`config.mk`:
```
export PLATFORM = sky130hd
export DESIGN_NAME = ram_access_arbiter_flat
export DESIGN_NICKNAME = d
export VERILOG_FILES = /design/src/rtl/mem_pkg.sv /design/src/rtl/ram_access_arbiter_if.sv /design/src/rtl/rr_arbiter2.sv /design/src/rtl/ram_access_arbiter.sv /design/src/flat_wrapper.sv
export SDC_FILE = /design/constraint.sdc
export NUM_CORES = 1
export LEC_CHECK = 0
export ABC_AREA = 1
export CORE_UTILIZATION = 47
export DETAILED_ROUTE_END_ITERATION = 10
export PLACE_DENSITY = 0.85
export SLEW_MARGIN = 20
export SYNTH_ARGS = -nofsm -noshare
export SYNTH_HDL_FRONTEND = slang
export SYNTH_SLANG_ARGS = --single-unit
```
`constraint.sdc`:
```
create_clock -name clk -period 4.73 [get_ports clk]
set_clock_uncertainty 0.05 [all_clocks]
set_input_delay 0.473 -clock clk [delete_from_list [all_inputs] [get_ports clk]]
set_output_delay 0.473 -clock clk [all_outputs]
set_load 0.02 [all_outputs]
```
`src/rtl/mem_pkg.sv`:
```
// Shared definitions for the RAM access arbiter: access types, direction
// constants, FSM state encoding and the access-size helper.
package mem_pkg;

    localparam logic [1:0] TYPE_BYTE  = 2'b00;
    localparam logic [1:0] TYPE_HALF  = 2'b01;
    localparam logic [1:0] TYPE_WORD  = 2'b10;
    localparam logic [1:0] TYPE_DWORD = 2'b11;

    localparam logic RD = 1'b1;
    localparam logic WR = 1'b0;

    typedef enum logic [1:0] {
        ST_IDLE  = 2'b00,
        ST_XFER  = 2'b01,
        ST_DRAIN = 2'b10,
        ST_RESP  = 2'b11
    } state_t;

    // Number of RAM byte cycles an access of the given type needs.
    function automatic logic [3:0] byte_count(input logic [1:0] acc_type);
        return 4'd1 << acc_type;
    endfunction

endpackage

```
`src/rtl/ram_access_arbiter_if.sv`:
```
// Bundle of the two requester ports and the byte-wide RAM port.
// slave: the arbiter side; master: requesters plus the RAM model.
interface ram_access_arbiter_if #(
    parameter int ADDR_W = 8,
    parameter int DATA_W = 64
);

    logic              req0_valid;
    logic              req0_rw;
    logic [1:0]        req0_type;
    logic [ADDR_W-1:0] req0_addr;
    logic [DATA_W-1:0] req0_wdata;
    logic              req0_done;
    logic [DATA_W-1:0] req0_rdata;

    logic              req1_valid;
    logic              req1_rw;
    logic [1:0]        req1_type;
    logic [ADDR_W-1:0] req1_addr;
    logic [DATA_W-1:0] req1_wdata;
    logic              req1_done;
    logic [DATA_W-1:0] req1_rdata;

    logic              ram_en;
    logic              ram_we;
    logic [ADDR_W-1:0] ram_addr;
    logic [7:0]        ram_din;
    logic [7:0]        ram_dout;

    logic              busy;

    modport slave (
        input  req0_valid, req0_rw, req0_type, req0_addr, req0_wdata,
        output req0_done, req0_rdata,
        input  req1_valid, req1_rw, req1_type, req1_addr, req1_wdata,
        output req1_done, req1_rdata,
        output ram_en, ram_we, ram_addr, ram_din,
        input  ram_dout,
        output busy
    );

    modport master (
        output req0_valid, req0_rw, req0_type, req0_addr, req0_wdata,
        input  req0_done, req0_rdata,
        output req1_valid, req1_rw, req1_type, req1_addr, req1_wdata,
        input  req1_done, req1_rdata,
        input  ram_en, ram_we, ram_addr, ram_din,
        output ram_dout,
        input  busy
    );

endinterface

```
`src/rtl/rr_arbiter2.sv`:
```
// Two-way round-robin arbiter. A lone requester always wins; on contention
// the port that did not win the previous contention is granted.
module rr_arbiter2 (
    input  logic       clk,
    input  logic       reset,
    input  logic [1:0] valid,
    input  logic       advance,
    output logic       grant
);

    logic last_grant;

    // Select the granted port from the current requests.
    always_comb begin
        // NOTE: default assigned first so every path drives grant and no latch is inferred.
        grant = 1'b0;
        if (valid == 2'b11) begin
            grant = ~last_grant;
        end else if (valid[1]) begin
            grant = 1'b1;
        end
    end

    // Remember the winner of each contended grant; port 0 wins the first one.
    always_ff @(posedge clk) begin
        // NOTE: non-blocking assignments so every register samples pre-edge values.
        if (reset) begin
            last_grant <= 1'b1;
        end else if (advance && valid == 2'b11) begin
            last_grant <= grant;
        end
    end

endmodule

```
`src/rtl/ram_access_arbiter.sv`:
```
// Sequences byte/half/word/dword accesses from two requesters onto a
// byte-wide RAM, big-endian, assembling read bytes into a right-justified
// result and pulsing done for the granted requester.
module ram_access_arbiter
    import mem_pkg::*;
#(
    parameter int ADDR_W = 8,
    parameter int DATA_W = 64
) (
    input  logic                clk,
    input  logic                reset,
    ram_access_arbiter_if.slave bus
);

    localparam int BYTES = DATA_W / 8;
    localparam int CNT_W = $clog2(BYTES);

    state_t            state;
    state_t            state_nxt;

    logic              rw_q;
    logic [1:0]        type_q;
    logic [ADDR_W-1:0] addr_q;
    logic [DATA_W-1:0] wdata_q;
    logic              gid_q;
    logic [CNT_W-1:0]  cnt;
    logic              rd_pend;
    logic [DATA_W-1:0] acc;

    logic [1:0]        valid_vec;
    logic              any_valid;
    logic              advance;
    logic              grant_id;
    logic              xfer;
    logic              last_byte;
    logic [3:0]        nbytes;
    logic [CNT_W-1:0]  widx;
    logic [7:0]        wbyte;

    assign valid_vec = {bus.req1_valid, bus.req0_valid};
    assign any_valid = |valid_vec;
    assign advance   = (state == ST_IDLE);

    rr_arbiter2 u_arb (
        .clk     (clk),
        .reset   (reset),
        .valid   (valid_vec),
        .advance (advance),
        .grant   (grant_id)
    );

    // Byte k of the access goes to addr+k and carries wdata byte N-1-k.
    assign nbytes    = byte_count(type_q);
    assign last_byte = (4'(cnt) == nbytes - 4'd1);
    assign widx      = CNT_W'(nbytes - 4'd1 - 4'(cnt));
    assign wbyte     = wdata_q[{widx, 3'b000} +: 8];

    // Next-state logic: grant in IDLE, N byte cycles, one drain cycle, one response cycle.
    always_comb begin
        state_nxt = state;
        unique case (state)
            ST_IDLE:  if (any_valid) state_nxt = ST_XFER;
            ST_XFER:  if (last_byte) state_nxt = ST_DRAIN;
            ST_DRAIN: state_nxt = ST_RESP;
            ST_RESP:  state_nxt = ST_IDLE;
            default:  state_nxt = ST_IDLE;
        endcase
    end

    // State register.
    always_ff @(posedge clk) begin
        if (reset) begin
            state <= ST_IDLE;
        end else begin
            state <= state_nxt;
        end
    end

    // Latch the granted request, step the byte counter and shift in read bytes.
    always_ff @(posedge clk) begin
        if (reset) begin
            rw_q    <= RD;
            type_q  <= TYPE_BYTE;
            addr_q  <= '0;
            wdata_q <= '0;
            gid_q   <= 1'b0;
            cnt     <= '0;
            rd_pend <= 1'b0;
            acc     <= '0;
        end else begin
            // The RAM returns a read byte one cycle after its address cycle.
            rd_pend <= xfer && (rw_q == RD);
            if (state == ST_IDLE && any_valid) begin
                gid_q   <= grant_id;
                rw_q    <= grant_id ? bus.req1_rw    : bus.req0_rw;
                type_q  <= grant_id ? bus.req1_type  : bus.req0_type;
                addr_q  <= grant_id ? bus.req1_addr  : bus.req0_addr;
                wdata_q <= grant_id ? bus.req1_wdata : bus.req0_wdata;
                cnt     <= '0;
                acc     <= '0;
            end else begin
                if (xfer) begin
                    cnt <= cnt + CNT_W'(1);
                end
                if (rd_pend) begin
                    acc <= {acc[DATA_W-9:0], bus.ram_dout};
                end
            end
        end
    end

    assign xfer         = (state == ST_XFER);
    assign bus.ram_en   = xfer;
    assign bus.ram_we   = xfer && (rw_q == WR);
    assign bus.ram_addr = xfer ? addr_q + ADDR_W'(cnt) : '0;
    assign bus.ram_din  = (xfer && rw_q == WR) ? wbyte : 8'h00;
    assign bus.busy     = (state != ST_IDLE);

    assign bus.req0_done  = (state == ST_RESP) && !gid_q;
    assign bus.req1_done  = (state == ST_RESP) &&  gid_q;
    assign bus.req0_rdata = bus.req0_done ? acc : '0;
    assign bus.req1_rdata = bus.req1_done ? acc : '0;

endmodule
```
`src/flat_wrapper.sv`:
```
// flat-port wrapper written by rule: the top's interface ports become plain ports
module ram_access_arbiter_flat import mem_pkg::*;
#(
    parameter int ADDR_W = 8,
    parameter int DATA_W = 64
)
  (clk, reset, bus_req0_valid, bus_req0_rw, bus_req0_type, bus_req0_addr, bus_req0_wdata, bus_req0_done, bus_req0_rdata, bus_req1_valid, bus_req1_rw, bus_req1_type, bus_req1_addr, bus_req1_wdata, bus_req1_done, bus_req1_rdata, bus_ram_en, bus_ram_we, bus_ram_addr, bus_ram_din, bus_ram_dout, bus_busy);
  ram_access_arbiter_if #(.ADDR_W(ADDR_W), .DATA_W(DATA_W)) bus_i ();
  input  logic clk;
  input  logic reset;
  input wire logic [$bits(bus_i.req0_valid)-1:0] bus_req0_valid;
  input wire logic [$bits(bus_i.req0_rw)-1:0] bus_req0_rw;
  input wire logic [$bits(bus_i.req0_type)-1:0] bus_req0_type;
  input wire logic [$bits(bus_i.req0_addr)-1:0] bus_req0_addr;
  input wire logic [$bits(bus_i.req0_wdata)-1:0] bus_req0_wdata;
  output wire logic [$bits(bus_i.req0_done)-1:0] bus_req0_done;
  output wire logic [$bits(bus_i.req0_rdata)-1:0] bus_req0_rdata;
  input wire logic [$bits(bus_i.req1_valid)-1:0] bus_req1_valid;
  input wire logic [$bits(bus_i.req1_rw)-1:0] bus_req1_rw;
  input wire logic [$bits(bus_i.req1_type)-1:0] bus_req1_type;
  input wire logic [$bits(bus_i.req1_addr)-1:0] bus_req1_addr;
  input wire logic [$bits(bus_i.req1_wdata)-1:0] bus_req1_wdata;
  output wire logic [$bits(bus_i.req1_done)-1:0] bus_req1_done;
  output wire logic [$bits(bus_i.req1_rdata)-1:0] bus_req1_rdata;
  output wire logic [$bits(bus_i.ram_en)-1:0] bus_ram_en;
  output wire logic [$bits(bus_i.ram_we)-1:0] bus_ram_we;
  output wire logic [$bits(bus_i.ram_addr)-1:0] bus_ram_addr;
  output wire logic [$bits(bus_i.ram_din)-1:0] bus_ram_din;
  input wire logic [$bits(bus_i.ram_dout)-1:0] bus_ram_dout;
  output wire logic [$bits(bus_i.busy)-1:0] bus_busy;
  assign bus_i.req0_valid = bus_req0_valid;
  assign bus_i.req0_rw = bus_req0_rw;
  assign bus_i.req0_type = bus_req0_type;
  assign bus_i.req0_addr = bus_req0_addr;
  assign bus_i.req0_wdata = bus_req0_wdata;
  assign bus_req0_done = bus_i.req0_done;
  assign bus_req0_rdata = bus_i.req0_rdata;
  assign bus_i.req1_valid = bus_req1_valid;
  assign bus_i.req1_rw = bus_req1_rw;
  assign bus_i.req1_type = bus_req1_type;
  assign bus_i.req1_addr = bus_req1_addr;
  assign bus_i.req1_wdata = bus_req1_wdata;
  assign bus_req1_done = bus_i.req1_done;
  assign bus_req1_rdata = bus_i.req1_rdata;
  assign bus_ram_en = bus_i.ram_en;
  assign bus_ram_we = bus_i.ram_we;
  assign bus_ram_addr = bus_i.ram_addr;
  assign bus_ram_din = bus_i.ram_din;
  assign bus_i.ram_dout = bus_ram_dout;
  assign bus_busy = bus_i.busy;
  ram_access_arbiter #(.ADDR_W(ADDR_W), .DATA_W(DATA_W)) u_core (.clk(clk), .reset(reset), .bus(bus_i));
endmodule
```
==> results of run 1 <==
==> power by group <==
part           internal [uW]  total, uW  leakage [uW]  switching, uW
Sequential              1450       1590       0.00120            144
Combinational            605       1720       0.00253           1120
Clock                    844       1360      0.000285            513
==> layer usage <==
| layer | up-vias | routed length, microns |
|---|---|---|
| li1 | 4218 | - |
| met1 | 3752 | 9826 |
| met2 | 385 | 12580 |
| met3 | 59 | 1704 |
| met4 | 0 | 874 |
| met5 | - | 0 |
==> per-stage QoR <==
stage	total power [uW]	instance area [sq um]	setup WS [ns]	std cells
2_1_floorplan	2831	7577	2.134	1140
3_3_place_gp	3262	10600	1.257	1583
3_5_place_dp	3296	10600	1.217	1583
4_1_cts	4643	11200	0.7337	1614
5_1_grt	4934	11240	0.4945	1616
6_report	4667	11240	0.7070	1616
==> registers in the layout, summed over array words and instances (netlist names) <==
register / count
u_core.rw_q: 1
u_core.state: 2
u_core.cnt: 3
u_core.wdata_q: 64
u_core.type_q: 2
u_core.acc: 64
u_core.rd_pend: 1
u_core.u_arb.last_grant: 1
u_core.gid_q: 1
u_core.addr_q: 8
==> layout make-up <==
class                      count  area [sq um]
timing repair buffer         320          3198
antenna                        1         2.502
multi-input combinational    775          3749
tap                          216         270.3
inverter                     126         474.2
clock buffer                  24         501.7
sequential                   147          2947
fill                        1334          4589
clock inverter                 7         96.34
==> cells in the final DEF, fill, tap and decap left out, types with 5 or more instances in the layout <==
cell,netlist,layout
a21oi_1,112,112
buf_4,13,9
clkbuf_16,0,17
clkbuf_8,0,5
clkdlybuf4s50_1,0,310
dfxtp_1,147,146
ha_1,11,11
inv_1,121,121
nand2_1,54,52
nand3_1,45,45
nor2_1,355,355
o211ai_1,74,74
o21ai_0,30,30
o21ai_1,45,45
o22ai_1,37,37
==> worst register-to-register path, stage by stage, from the launching register on <==
cell and delay [ns]:
dfxtp_1 0.34, inv_1 0.09, ha_1 0.25, o21ai_2 0.08, buf_4 0.28, inv_2 0.73, buf_4 0.42, o211ai_1 0.17
o21ai_1 0.20
==> final timing paths <==
path	endpoint	slack (ns)	cells past startpoint
min	u_core.rd_pend	0.42	2
min reg2reg	u_core.rd_pend	0.42	2
max	bus_ram_din[7]	0.71	11
max reg2reg	u_core.wdata_q[56]	2.05	8
==> cell families after synthesis <==
kind of cell | synth area share [%]
AOI/OAI and AO/OA | 23.07
xor gates and xnor gates | 0.1156
adders and majority gates | 2.345
buffers and inverters | 11.94
DFF | 38.84
and+or+nand+nor | 23.70
==> reports/metrics.cfg, run 1 <==
[outcome]
status=finished, final reports clean

[timing]
clock.fmax_mhz=248.6
final_max_slew_viol_count=0
finalHoldViolCount=0
worst_slew_pin_slew_ns=1.075
slew_headroom_pct=28.20
setup_tns_ns=0
setup_viol=0
min_period_ns=4.023
rsz0062_at_grt=no
period_share_pct=85.05
fin_hold_ws_ns=0.4171

[logic_synthesis]
avgSynthCellArea_sq_um=6.647
yosysMostFrequentCell=nor2_1
yosys_most_used_dff=dfxtp_1
yosysWarnings=0
syn_nets=1315
synthCells=1140
synth_edf_count=0
synth.area.top_cells=dfxtp_1, nor2_1, a21oi_1
synth_common_cells=nor2_1, dfxtp_1, inv_1, a21oi_1, o211ai_1
synth-seq-area-share_pct=38.84
async_flop_share_pct=0
synth_top_area_cell=dfxtp_1
synth_cell_types=24
synth_seq_cells=147
yosysTopAreaCellShare_pct=38.84
synth_area_sq_um=7577

[setup_path]
critPathRequiredTime_ns=4.21
crit_top_cell=nand2_1
cp-end-kind=output pin
cp.arrival_ns=3.50
cp_max_fo=17
crit_start=u_core.type_q[1]
slowest_delay_ns=0.95
critPathKind=reg -> out
cp-start-kind=register
slowest_stage=fa_1
r2r_start=u_core.state[0]
path_buf_inv=2
cpLargestDelayFamily=adder cells
cp_cell_sequence=nor2_1 -> ha_1 -> fa_1 -> inv_2 -> a21oi_1 -> o21ai_0 -> nand2_1 -> nand2_1 -> nand2_1 -> nor2_1 -> clkdlybuf4s50_1

[global_route]
grt_antenna_before_repair=1
grt_pass1_wl_mm=37.72
use_met1_pct=33.14
grt_max_degree=115
grt_busiest_layer=met2
grt_use_met3_pct=6.320
overflow=0
grt_pass1_vias=7335
grt_use_met2_pct=53.20
grt_use_total_pct=29.51

[clocking]
cts-root-buf=clkbuf_16
htreeDepth=4
clkSlewWorstSetupHoldPaths_ns=0.06
ctsResizeCount=0
clock-sinks=147
cts_buffer_depth=2
cts_buffers=17
worst_skew_pair.late_latency_ns=0.42
hold_buffers=0
cts_tree=done
post_cts_buffers=0

[routing]
wl_per_cell_microns=15.46
drc=0
vias=8414
dr.first_iter.drc_count=675
final_antenna_net_count=0
drtPass1Iterations=7
via_per_inst=5.207
wl_mm=24.98

[floorplanning]
io_pins=311
start_util_pct=47.87
die_w_microns=129.0
die_area_sq_um=16630
core_area_sq_um=15830
die_h_microns=129.0
placementRows=46

[finish]
area_growth_pct=48.32
final_util_pct=71.00
drive_above_1_share_pct=3.645
nNetsFinal=1562

[power]
irDropWorstVdd_mv=0.3741
leakagePower_uw=0.004016
power_density_nw_per_um2=415.2

[flow_run]
max_cap_viol_count=0

[worst_hold_path]
min-delay-start=u_core.rw_q
hold_path_class=reg -> reg

[placed_design]
detailed_place_hpwl_mm=17.87
port-buffer-count=310
gp_congestion=0.8896

(Power assumes the default switching activity.)
==> inputs of run 2 (changes only) <==
CORE_UTILIZATION = 44   (was 47)
PLACE_DENSITY = 0.8   (was 0.85)
clock period = 4.21 ns   (was 4.73 ns; I/O delays follow)
==> run 2 against run 1 <==
Effect of this change:
- first-iteration DRC count fell by 31%
- hold slack got worse by 0.021 ns
- die area rose by 6.7%
- non-clock buffer count did not move
- sequential power rose by 11%
- setup slack got worse by 0.28 ns
- final cell count rose by 0.31%
- global-route usage fell by 1.5 points
- clock-buffer cell count fell by 2
- power rose by 16%
==> reports/metrics.cfg, run 2 (synthesis results as in run 1) <==
[outcome]
status=finished, final reports clean

[clocking]
htreeDepth=4
cts_buffer_depth=2
clock-sinks=147
cts-root-buf=clkbuf_16
worst_skew_pair.late_latency_ns=0.41
cts_buffers=17
cts_tree=done
hold_buffers=0
clkSlewWorstSetupHoldPaths_ns=0.06
post_cts_buffers=0

[finish]
nNetsFinal=1562
layoutNonFillerInstCount=1621
reg_top3=u_core.acc (64), u_core.wdata_q (64), u_core.addr_q (8)
final_common_cell=nor2_1
finish.instance_area_sq_um=11310
drive_above_1_share_pct=3.717
area_growth_pct=49.21
layout_common_cells=nor2_1, clkdlybuf4s50_1, dfxtp_1, inv_1, a21oi_1

[global_route]
overflow=0
grt_antenna_before_repair=2
grt_use_total_pct=28.00
grt_max_degree=129
grt_pass1_vias=7720
grt_pass1_wl_mm=39.23

[timing]
rsz0062_at_grt=no
final_max_slew_viol_count=0
worst_slew_pin_slew_ns=1.044
worst_slack_ns=0.4285
fin_hold_ws_ns=0.3957
period_share_pct=89.82
clock.fmax_mhz=264.4
finalHoldViolCount=0
slew_headroom_pct=30.30
min_period_ns=3.782
setup_tns_ns=0
setup_viol=0

[setup_path]
cp.arrival_ns=3.31
cp-start-kind=register
critPathKind=reg -> out
cp_max_fo=17
cp-end-kind=output pin
critPathRequiredTime_ns=3.74

[placed_design]
dpl_worst_slack_ns=0.7307
port-buffer-count=310
placed_cell_area_sq_um=10610
detailed_place_hpwl_mm=18.04
dp.cells=1587
gp_congestion=0.8518

[power]
leakagePower_uw=0.004048
power_density_nw_per_um2=477.3
irDropWorstVdd_mv=0.3151

[routing]
vias=8415
final_antenna_net_count=0
dr.first_iter.drc_count=469
wl_per_cell_microns=15.44
wl_mm=25.04
drtPass1Iterations=4
drc=0
via_per_inst=5.191

[worst_hold_path]
hold_path_class=reg -> reg

[floorplanning]
start_util_pct=45.37
die_w_microns=133.2
placementRows=47
core_area_sq_um=16700
io_pins=311
die_area_sq_um=17750
die_h_microns=133.2

[flow_run]
max_cap_viol_count=0

## run 2: final cells by class
type                            count  area, sq um
Inverter                          126        474.2
Tap cell                          220        275.3
Clock buffer                       22        474.2
Antenna cell                        2        5.005
Sequential cell                   147         2947
Fill cell                        1481         5395
Clock inverter                      9        176.4
Multi-Input combinational cell    775         3756
Timing Repair Buffer              320         3198
## run 2: repair_timing
action,in CTS,in global routing
endpoints found under the hold margin,0,0
setup endpoints to repair,0,1
resized for setup,0,1
## run 2: where the power goes
| group | internal, uW | switching [uW] |
|---|---|---|
| combinational | 695 | 1270 |
| clock | 1090 | 566 |
| sequential | 1620 | 147 |
| total | 3410 | 1980 |
## run 2: per-stage QoR
stage                     util [%]  power, uW
after floorplan                  -       3181
after global placement       63.51       3658
after detailed placement     63.51       3699
after CTS                    67.40       5361
after global routing         67.68       5717
final                        67.70       5396
## run 2: path summary, 6_finish.rpt
check / startpoint / to / slack [ns] / cells past startpoint
setup reg to reg: u_core.state[0] / u_core.wdata_q[18] / 1.94 / 6
hold / removal: u_core.rw_q / u_core.rd_pend / 0.40 / 2
hold reg to reg: u_core.rw_q / u_core.rd_pend / 0.40 / 2
setup / recovery: u_core.type_q[1] / bus_ram_din[7] / 0.43 / 11
## run 2: critical path, stage by stage, from the launching register on
cell and delay, ns:
dfxtp_1 0.39, nor2_1 0.09, ha_1 0.22, fa_2 0.63, inv_2 0.29, a21oi_1 0.07
o21ai_0 0.10, nand2_1 0.09, nand2_1 0.06, nand2_1 0.06, nor2_1 0.22, clkdlybuf4s50_1 0.66
## run 2: layer usage
layer | routed length (microns) | vias up | GRT usage (%)
met2 | 12540 | 362 | 49.68
met1 | 9761 | 3776 | 30.83
met3 | 1654 | 64 | 6.735
li1 | - | 4211 | -
met5 | 17 | - | 0
met4 | 1057 | 2 | 15.09
==> inputs of run 3 (changes only) <==
SETUP_SLACK_MARGIN = 0.1   (was default)
==> results of run 3 <==
The final DEF is identical to that of run 2; final timing and power are the same.
